### config.mk
export PLATFORM = sky130hd
export DESIGN_NAME = div_iter_flat
export DESIGN_NICKNAME = d
export VERILOG_FILES = /design/src/rtl/div_iter_pkg.sv /design/src/rtl/div_iter_if.sv /design/src/rtl/div_iter_sign_fix.sv /design/src/rtl/div_iter.sv /design/src/flat_wrapper.sv
export SDC_FILE = /design/constraint.sdc
export NUM_CORES = 1
export LEC_CHECK = 0
export ABC_AREA = 1
export BUFFER_PORTS_ARGS = -buffer_cell sky130_fd_sc_hd__buf_2
export CAP_MARGIN = 20
export CORE_MARGIN = 2
export CORE_UTILIZATION = 45
export CTS_BUF_LIST = sky130_fd_sc_hd__clkbuf_8
export CTS_CLUSTER_DIAMETER = 50
export DETAILED_ROUTE_END_ITERATION = 10
export PLACE_DENSITY = 0.67
export SYNTH_ARGS = -nofsm -noshare
export SYNTH_HDL_FRONTEND = slang
export SYNTH_SLANG_ARGS = --single-unit
### constraint.sdc
create_clock -name clk -period 4.8 [get_ports clk]
set_clock_uncertainty 0.2 [all_clocks]
set_input_delay 0.24 -clock clk [delete_from_list [all_inputs] [get_ports clk]]
set_output_delay 0.24 -clock clk [all_outputs]
set_load 0.05 [all_outputs]
### src/rtl/div_iter_pkg.sv
`default_nettype none
// +----------------------------------------------------------------------+
// | Module  : div_iter_pkg                                               |
// | Brief   : Shared widths, state encodings and handshake constants for |
// |           the iterative divider.                                     |
// | Revision: 1.0                                                        |
// +----------------------------------------------------------------------+
package div_iter_pkg;

  localparam int RegBus       = 32;
  localparam int DoubleRegBus = 64;

  typedef enum logic [1:0] {
    DivFree   = 2'b00,
    DivByZero = 2'b01,
    DivOn     = 2'b10,
    DivEnd    = 2'b11
  } div_state_e;

  localparam logic DivResultReady    = 1'b1;
  localparam logic DivResultNotReady = 1'b0;
  localparam logic DivStart          = 1'b1;
  localparam logic DivStop           = 1'b0;

  // Two's-complement negation, used both for magnitudes and sign restore.
  function automatic logic [RegBus-1:0] twos_neg(input logic [RegBus-1:0] v);
    return ~v + 32'd1;
  endfunction

endpackage
`default_nettype wire

### src/rtl/div_iter_if.sv
`default_nettype none
// +----------------------------------------------------------------------+
// | Module  : div_iter_if                                                |
// | Brief   : Request/result handshake between execute and the divider.  |
// | Revision: 1.0                                                        |
// +----------------------------------------------------------------------+
interface div_iter_if;
  import div_iter_pkg::*;

  logic                    signed_div_i;
  logic [RegBus-1:0]       opdata1_i;
  logic [RegBus-1:0]       opdata2_i;
  logic                    start_i;
  logic                    annul_i;
  logic [DoubleRegBus-1:0] result_o;
  logic                    ready_o;

  // Execute stage side
  modport master (
    output signed_div_i, opdata1_i, opdata2_i, start_i, annul_i,
    input  result_o, ready_o
  );

  // Divider side
  modport slave (
    input  signed_div_i, opdata1_i, opdata2_i, start_i, annul_i,
    output result_o, ready_o
  );

endinterface
`default_nettype wire

### src/rtl/div_iter_sign_fix.sv
`default_nettype none
// +----------------------------------------------------------------------+
// | Module  : div_sign_fix                                               |
// | Brief   : Combinational sign handling: operand magnitudes on entry,  |
// |           quotient/remainder negation on exit.                       |
// | Revision: 1.0                                                        |
// +----------------------------------------------------------------------+
module div_sign_fix
  import div_iter_pkg::*;
(
  // entry side: raw operands from the request
  input  wire logic              signed_div,
  input  wire logic [RegBus-1:0] op1,
  input  wire logic [RegBus-1:0] op2,
  output logic      [RegBus-1:0] op1_mag,
  output logic      [RegBus-1:0] op2_mag,
  // exit side: unsigned result and captured operand signs
  input  wire logic              fix_signed,
  input  wire logic              fix_op1_neg,
  input  wire logic              fix_op2_neg,
  input  wire logic [RegBus-1:0] quot_raw,
  input  wire logic [RegBus-1:0] rem_raw,
  output logic      [RegBus-1:0] quot,
  output logic      [RegBus-1:0] rem
);

  // Negative operands are divided by magnitude only in signed mode.
  assign op1_mag = (signed_div && op1[31]) ? twos_neg(op1) : op1;
  assign op2_mag = (signed_div && op2[31]) ? twos_neg(op2) : op2;

  // Quotient is negative when signs differ; remainder follows the dividend.
  assign quot = (fix_signed && (fix_op1_neg ^ fix_op2_neg)) ? twos_neg(quot_raw) : quot_raw;
  assign rem  = (fix_signed && fix_op1_neg) ? twos_neg(rem_raw) : rem_raw;

endmodule
`default_nettype wire

### src/rtl/div_iter.sv
`default_nettype none
// +----------------------------------------------------------------------+
// | Module  : div_iter                                                   |
// | Brief   : Iterative restoring radix-2 32-bit signed/unsigned divider |
// |           returning {remainder, quotient} after 32 iterations.       |
// | Revision: 1.0                                                        |
// +----------------------------------------------------------------------+
module div_iter
  import div_iter_pkg::*;
(
  input  wire logic   clk,
  input  wire logic   rst,
  div_iter_if.slave   bus
);

  div_state_e              state;
  logic [5:0]              cnt;
  logic [64:0]             dividend;
  logic [RegBus-1:0]       divisor;
  logic                    sign_mode;
  logic                    op1_neg;
  logic                    op2_neg;
  logic [DoubleRegBus-1:0] result;
  logic                    ready;

  logic [RegBus-1:0]       op1_mag;
  logic [RegBus-1:0]       op2_mag;
  logic [RegBus-1:0]       minuend;
  logic [32:0]             diff;
  logic [64:0]             next_dividend;
  logic [RegBus-1:0]       quot_fixed;
  logic [RegBus-1:0]       rem_fixed;

  // One restoring step: subtract when the partial remainder allows it.
  assign minuend       = dividend[63:32];
  assign diff          = {1'b0, minuend} - {1'b0, divisor};
  assign next_dividend = diff[32] ? {dividend[63:0], 1'b0}
                                  : {diff[31:0], dividend[31:0], 1'b1};

  div_sign_fix u_sign_fix (
    .signed_div  (bus.signed_div_i),
    .op1         (bus.opdata1_i),
    .op2         (bus.opdata2_i),
    .op1_mag     (op1_mag),
    .op2_mag     (op2_mag),
    .fix_signed  (sign_mode),
    .fix_op1_neg (op1_neg),
    .fix_op2_neg (op2_neg),
    .quot_raw    (next_dividend[31:0]),
    .rem_raw     (next_dividend[64:33]),
    .quot        (quot_fixed),
    .rem         (rem_fixed)
  );

  assign bus.result_o = result;
  assign bus.ready_o  = ready;

  // Divider control: accept, iterate, present result until execute releases it.
  always_ff @(posedge clk) begin
    if (rst) begin
      state     <= DivFree;
      cnt       <= 6'd0;
      dividend  <= 65'd0;
      divisor   <= '0;
      sign_mode <= 1'b0;
      op1_neg   <= 1'b0;
      op2_neg   <= 1'b0;
      result    <= '0;
      ready     <= DivResultNotReady;
    end else begin
      case (state)
        DivFree: begin
          if (bus.start_i == DivStart && !bus.annul_i) begin
            sign_mode <= bus.signed_div_i;
            op1_neg   <= bus.signed_div_i & bus.opdata1_i[31];
            op2_neg   <= bus.signed_div_i & bus.opdata2_i[31];
            if (bus.opdata2_i == '0) begin
              state <= DivByZero;
            end else begin
              state    <= DivOn;
              cnt      <= 6'd0;
              dividend <= {32'd0, op1_mag, 1'b0};
              divisor  <= op2_mag;
            end
          end
        end
        DivByZero: begin
          // Division by zero is defined to return all zeros.
          dividend <= 65'd0;
          result   <= '0;
          ready    <= DivResultReady;
          state    <= DivEnd;
        end
        DivOn: begin
          if (bus.annul_i) begin
            state <= DivFree;
            cnt   <= 6'd0;
          end else begin
            dividend <= next_dividend;
            cnt      <= cnt + 6'd1;
            // Final iteration folds in the sign restore so END is reached directly.
            if (cnt == 6'd31) begin
              result <= {rem_fixed, quot_fixed};
              ready  <= DivResultReady;
              state  <= DivEnd;
              cnt    <= 6'd0;
            end
          end
        end
        DivEnd: begin
          if (bus.start_i == DivStop) begin
            state  <= DivFree;
            result <= '0;
            ready  <= DivResultNotReady;
          end
        end
        default: state <= DivFree;
      endcase
    end
  end

endmodule
`default_nettype wire

### src/flat_wrapper.sv
// flat-port wrapper written by rule: the top's interface ports become plain ports
module div_iter_flat import div_iter_pkg::*;
  (clk, rst, bus_signed_div_i, bus_opdata1_i, bus_opdata2_i, bus_start_i, bus_annul_i, bus_result_o, bus_ready_o);
  div_iter_if bus_i ();
  input  wire logic clk;
  input  wire logic rst;
  input wire logic [$bits(bus_i.signed_div_i)-1:0] bus_signed_div_i;
  input wire logic [$bits(bus_i.opdata1_i)-1:0] bus_opdata1_i;
  input wire logic [$bits(bus_i.opdata2_i)-1:0] bus_opdata2_i;
  input wire logic [$bits(bus_i.start_i)-1:0] bus_start_i;
  input wire logic [$bits(bus_i.annul_i)-1:0] bus_annul_i;
  output wire logic [$bits(bus_i.result_o)-1:0] bus_result_o;
  output wire logic [$bits(bus_i.ready_o)-1:0] bus_ready_o;
  assign bus_i.signed_div_i = bus_signed_div_i;
  assign bus_i.opdata1_i = bus_opdata1_i;
  assign bus_i.opdata2_i = bus_opdata2_i;
  assign bus_i.start_i = bus_start_i;
  assign bus_i.annul_i = bus_annul_i;
  assign bus_result_o = bus_i.result_o;
  assign bus_ready_o = bus_i.ready_o;
  div_iter u_core (.clk(clk), .rst(rst), .bus(bus_i));
endmodule
==> flow_summary.toml <==
[run_status]
status = "finished clean"

[sta]
max-slew-margin-rel_pct = 35.5
finalHoldViolCount = 0
finalSetupViolCount = 0
period_share_pct = 90.8
rsz0062_at_grt = "false"
fin_setup_tns_ns = 0
final_max_slew_viol_count = 0
fmax_ghz = 0.230
tightest_slew_ns = 0.966
finalCriticalPeriod_ns = 4.36

[synth]
synth_top_area_cell = "dfxtp_1"
ys.flop_type = "dfxtp_1"
synth-xor-area-share_pct = 4.54
synth_edf_count = 0
muxShareOfSynthArea_pct = 0
synth.most_common_cell = "nand2_1"
async_flop_share_pct = 0
synth-seq-area-share_pct = 27.0
yosys-top-cells-area = "dfxtp_1, nand2_1, a21oi_1"
synth_cell_type_count = 56
synth-compound-area-share_pct = 16.8
yosysWarnings = 0
syn_nets = 2208
yosys-top-cells-count = "nand2_1, inv_1, a21oi_1"
ys_seq_elements = 172
synth_top_area_share_pct = 27.0
synth-simple-area-share_pct = 36.1
syn-cell-area_um2 = 12700
avgSynthCellArea_um2 = 6.08
synth_top_family_by_area = "simple AND/OR/NAND/NOR gates"
synthAdderAreaFrac_pct = 4.28
syn_inst = 2096

[power_and_ir_drop]
power_leakage_nw = 7.12
design_power_total_mw = 5.66
peakVddDrop_mv = 0.384
p_per_area_nw_per_um2 = 393

[die]
pin_count = 134
coreArea_um2 = 27900
die_h_um = 172
rows = 61
die_w_um = 172
initial_utilization_pct = 45.7
fp.dieArea_um2 = 29700

[drt]
ant_nets = 0
num_vias = 13800
drt_iter0_drc = 1114
viasPerCell = 5.29
route.detailed.drc = 0
drt_wl_total_um = 42200
wl_per_cell_um = 16.2
dr.pass1.iters = 5

[clock_tree]
cts_tree = "built"
postCtsSetupBuffers = 0
cts_num_sinks = 172
root_buffer = "clkbuf_8"
clock_latency_ns = 0.49
htree_num_levels = 4
numCtsBuffers = 17
cts_buffer_depth = 2
path_clk_slew_ns = 0.11

[critical_path]
cp-start-kind = "flop"
crit_cells = 24
critPathMaxStageDelay_ns = 0.58
slowest_stage = "buf_4"
criticalPathCategory = "flop to flop"
crit_path_frequent_cell = "nand3_1"
worst-path-buf-inv = 4
critPathRequiredTime_ns = 5.02
endpoint_kind = "flop"
cp_top_family = "simple AND/OR/NAND/NOR gates"
worstPathCellList = "inv_1 -> ha_1 -> fa_1 -> inv_1 -> nand2_1 -> nand2_1 -> nand3_1 -> nand2_2 -> nand2_2 -> nand2_4 -> nand2_4 -> nand2_8 -> buf_4 -> o21ai_1 -> inv_1 -> ha_1 -> nand3_1 -> nor2_2 -> nand3_2 -> nand2_2 -> nand3_1 -> nand2_1 -> nand3_1 -> a21oi_1"
reg2regPathDepth = 24
arrival_ns = 4.58
path_max_fanout = 61

[layout]
ff_latch_area_um2 = 3440
drive_gt1_share_pct = 12.4
fill_cells = 2960
stdcell_count = 2610
antenna_cells = 0
fin_nets = 2331
multi_input_area_um2 = 7890
area_delta_synth_final_pct = 12.9

[min_path]
min_path_cells = 3
hp-class = "input pin to flop"

[flow_run]
maxCapViolations = 0

[placement]
io_buffers = 133
hpwl_um = 32300
dp.cells = 2542
routabilityCongestion = 0.937

[global_route]
grt_max_degree = 72
grt_pass1_vias = 12800
antenna_found_initial = 0
grt_use_total_pct = 28.8
grt_overflow_total = 0
grt_pass1_wl_um = 66200
[cell families (layout without fill, tap and decap cells)]
logic type,count (synthesis),in the layout
AND/OR/NAND/NOR,1062,1062
AO/OA/AOI/OAI,389,389
buffers and inverters,364,500
flip-flops,172,172
XOR/XNOR,66,66
adder cells (fa/ha/maj),43,43
[where the power goes]
part / internal [mW] / switching, mW / leakage, nW
clock network: 0.393 / 0.630 / 0.186
registers: 1.63 / 0.190 / 1.40
logic: 0.822 / 1.99 / 5.54
total: 2.85 / 2.81 / 7.12
[per-layer routing]
layer	track usage, %	up-vias	share of wire (%)
met3	4.37	111	5.9
met4	14.0	0	4.6
li1	-	7013	-
met2	48.6	422	47
met1	35.9	6269	43
met5	0	-	0
[state kept, by name, summed over array words and instances (netlist names)]
register	flops
u_core.divisor	32
u_core.bus.result_o	64
u_core.op2_neg	1
u_core.bus.ready_o	1
u_core.state	2
u_core.sign_mode	1
u_core.cnt	6
u_core.op1_neg	1
u_core.dividend	64
[layout by cell type, fill, tap and decap left out, types with 11 or more instances in the layout]
cell           netlist  final
dlygate4sd3_1        0     35
nand4_1             20     20
nand3_1            155    154
nor3_1              39     37
buf_4                1     14
inv_2               19     20
o21ai_0            108    108
clkbuf_8             0     18
o21ai_1             16     16
xnor2_1             19     19
a211oi_1            11     11
dfxtp_1            172    172
or2_2               13     13
nand3b_1            11     11
xor2_1              47     47
nor2_1             176    174
nand2_2             32     32
a21oi_1            200    200
ha_1                42     42
nand2_1            577    577
inv_1              266    266
buf_2               10    132
[timing repair]
| item | 4_1_cts | 5_1_grt |
|---|---|---|
| resized for setup | 0 | 1 |
| setup endpoints to repair | 0 | 2 |
| hold buffers | 35 | 0 |
| endpoints found under the hold margin | 35 | 0 |
[worst paths after layout]
| path | start | end | slack, ns |
|---|---|---|---|
| hold reg to reg | u_core.bus.result_o[41] | u_core.bus.result_o[41] | 0.27 |
| setup / recovery | u_core.dividend[32] | u_core.bus.result_o[56] | 0.44 |
| setup reg to reg | u_core.dividend[32] | u_core.bus.result_o[56] | 0.44 |
| hold / removal | bus_opdata2_i[20] | u_core.divisor[20] | 0.02 |
[metrics by stage]
step	hold slack (ns)	util, %	setup slack (ns)	cell area [µm²]
finish	0.0214	51.6	0.443	14400
global route	0.0245	51.6	0.0513	14400
CTS	0.00459	51.5	0.477	14400
detailed placement	0.254	49.0	0.501	13600
global placement	0.247	49.0	0.632	13600
floorplan	0.199	-	1.20	12700
[worst min-delay path: cells and delay by family]
family / cells / cell delay [ns]
buf+inv: 1 / 0.13
xor+xnor: 1 / 0.14
compound gates: 1 / 0.14
[final cells by class]
type                       instances  share of cell area (%)
sequential                       172                    23.9
tap                              378                    3.29
clock buffer                      18                    1.72
multi-input combinational       1560                    54.8
inverter                         286                    7.46
clock inverter                    14                   0.861
timing repair buffer             182                    7.90
Power figures use the tool's default switching activity.
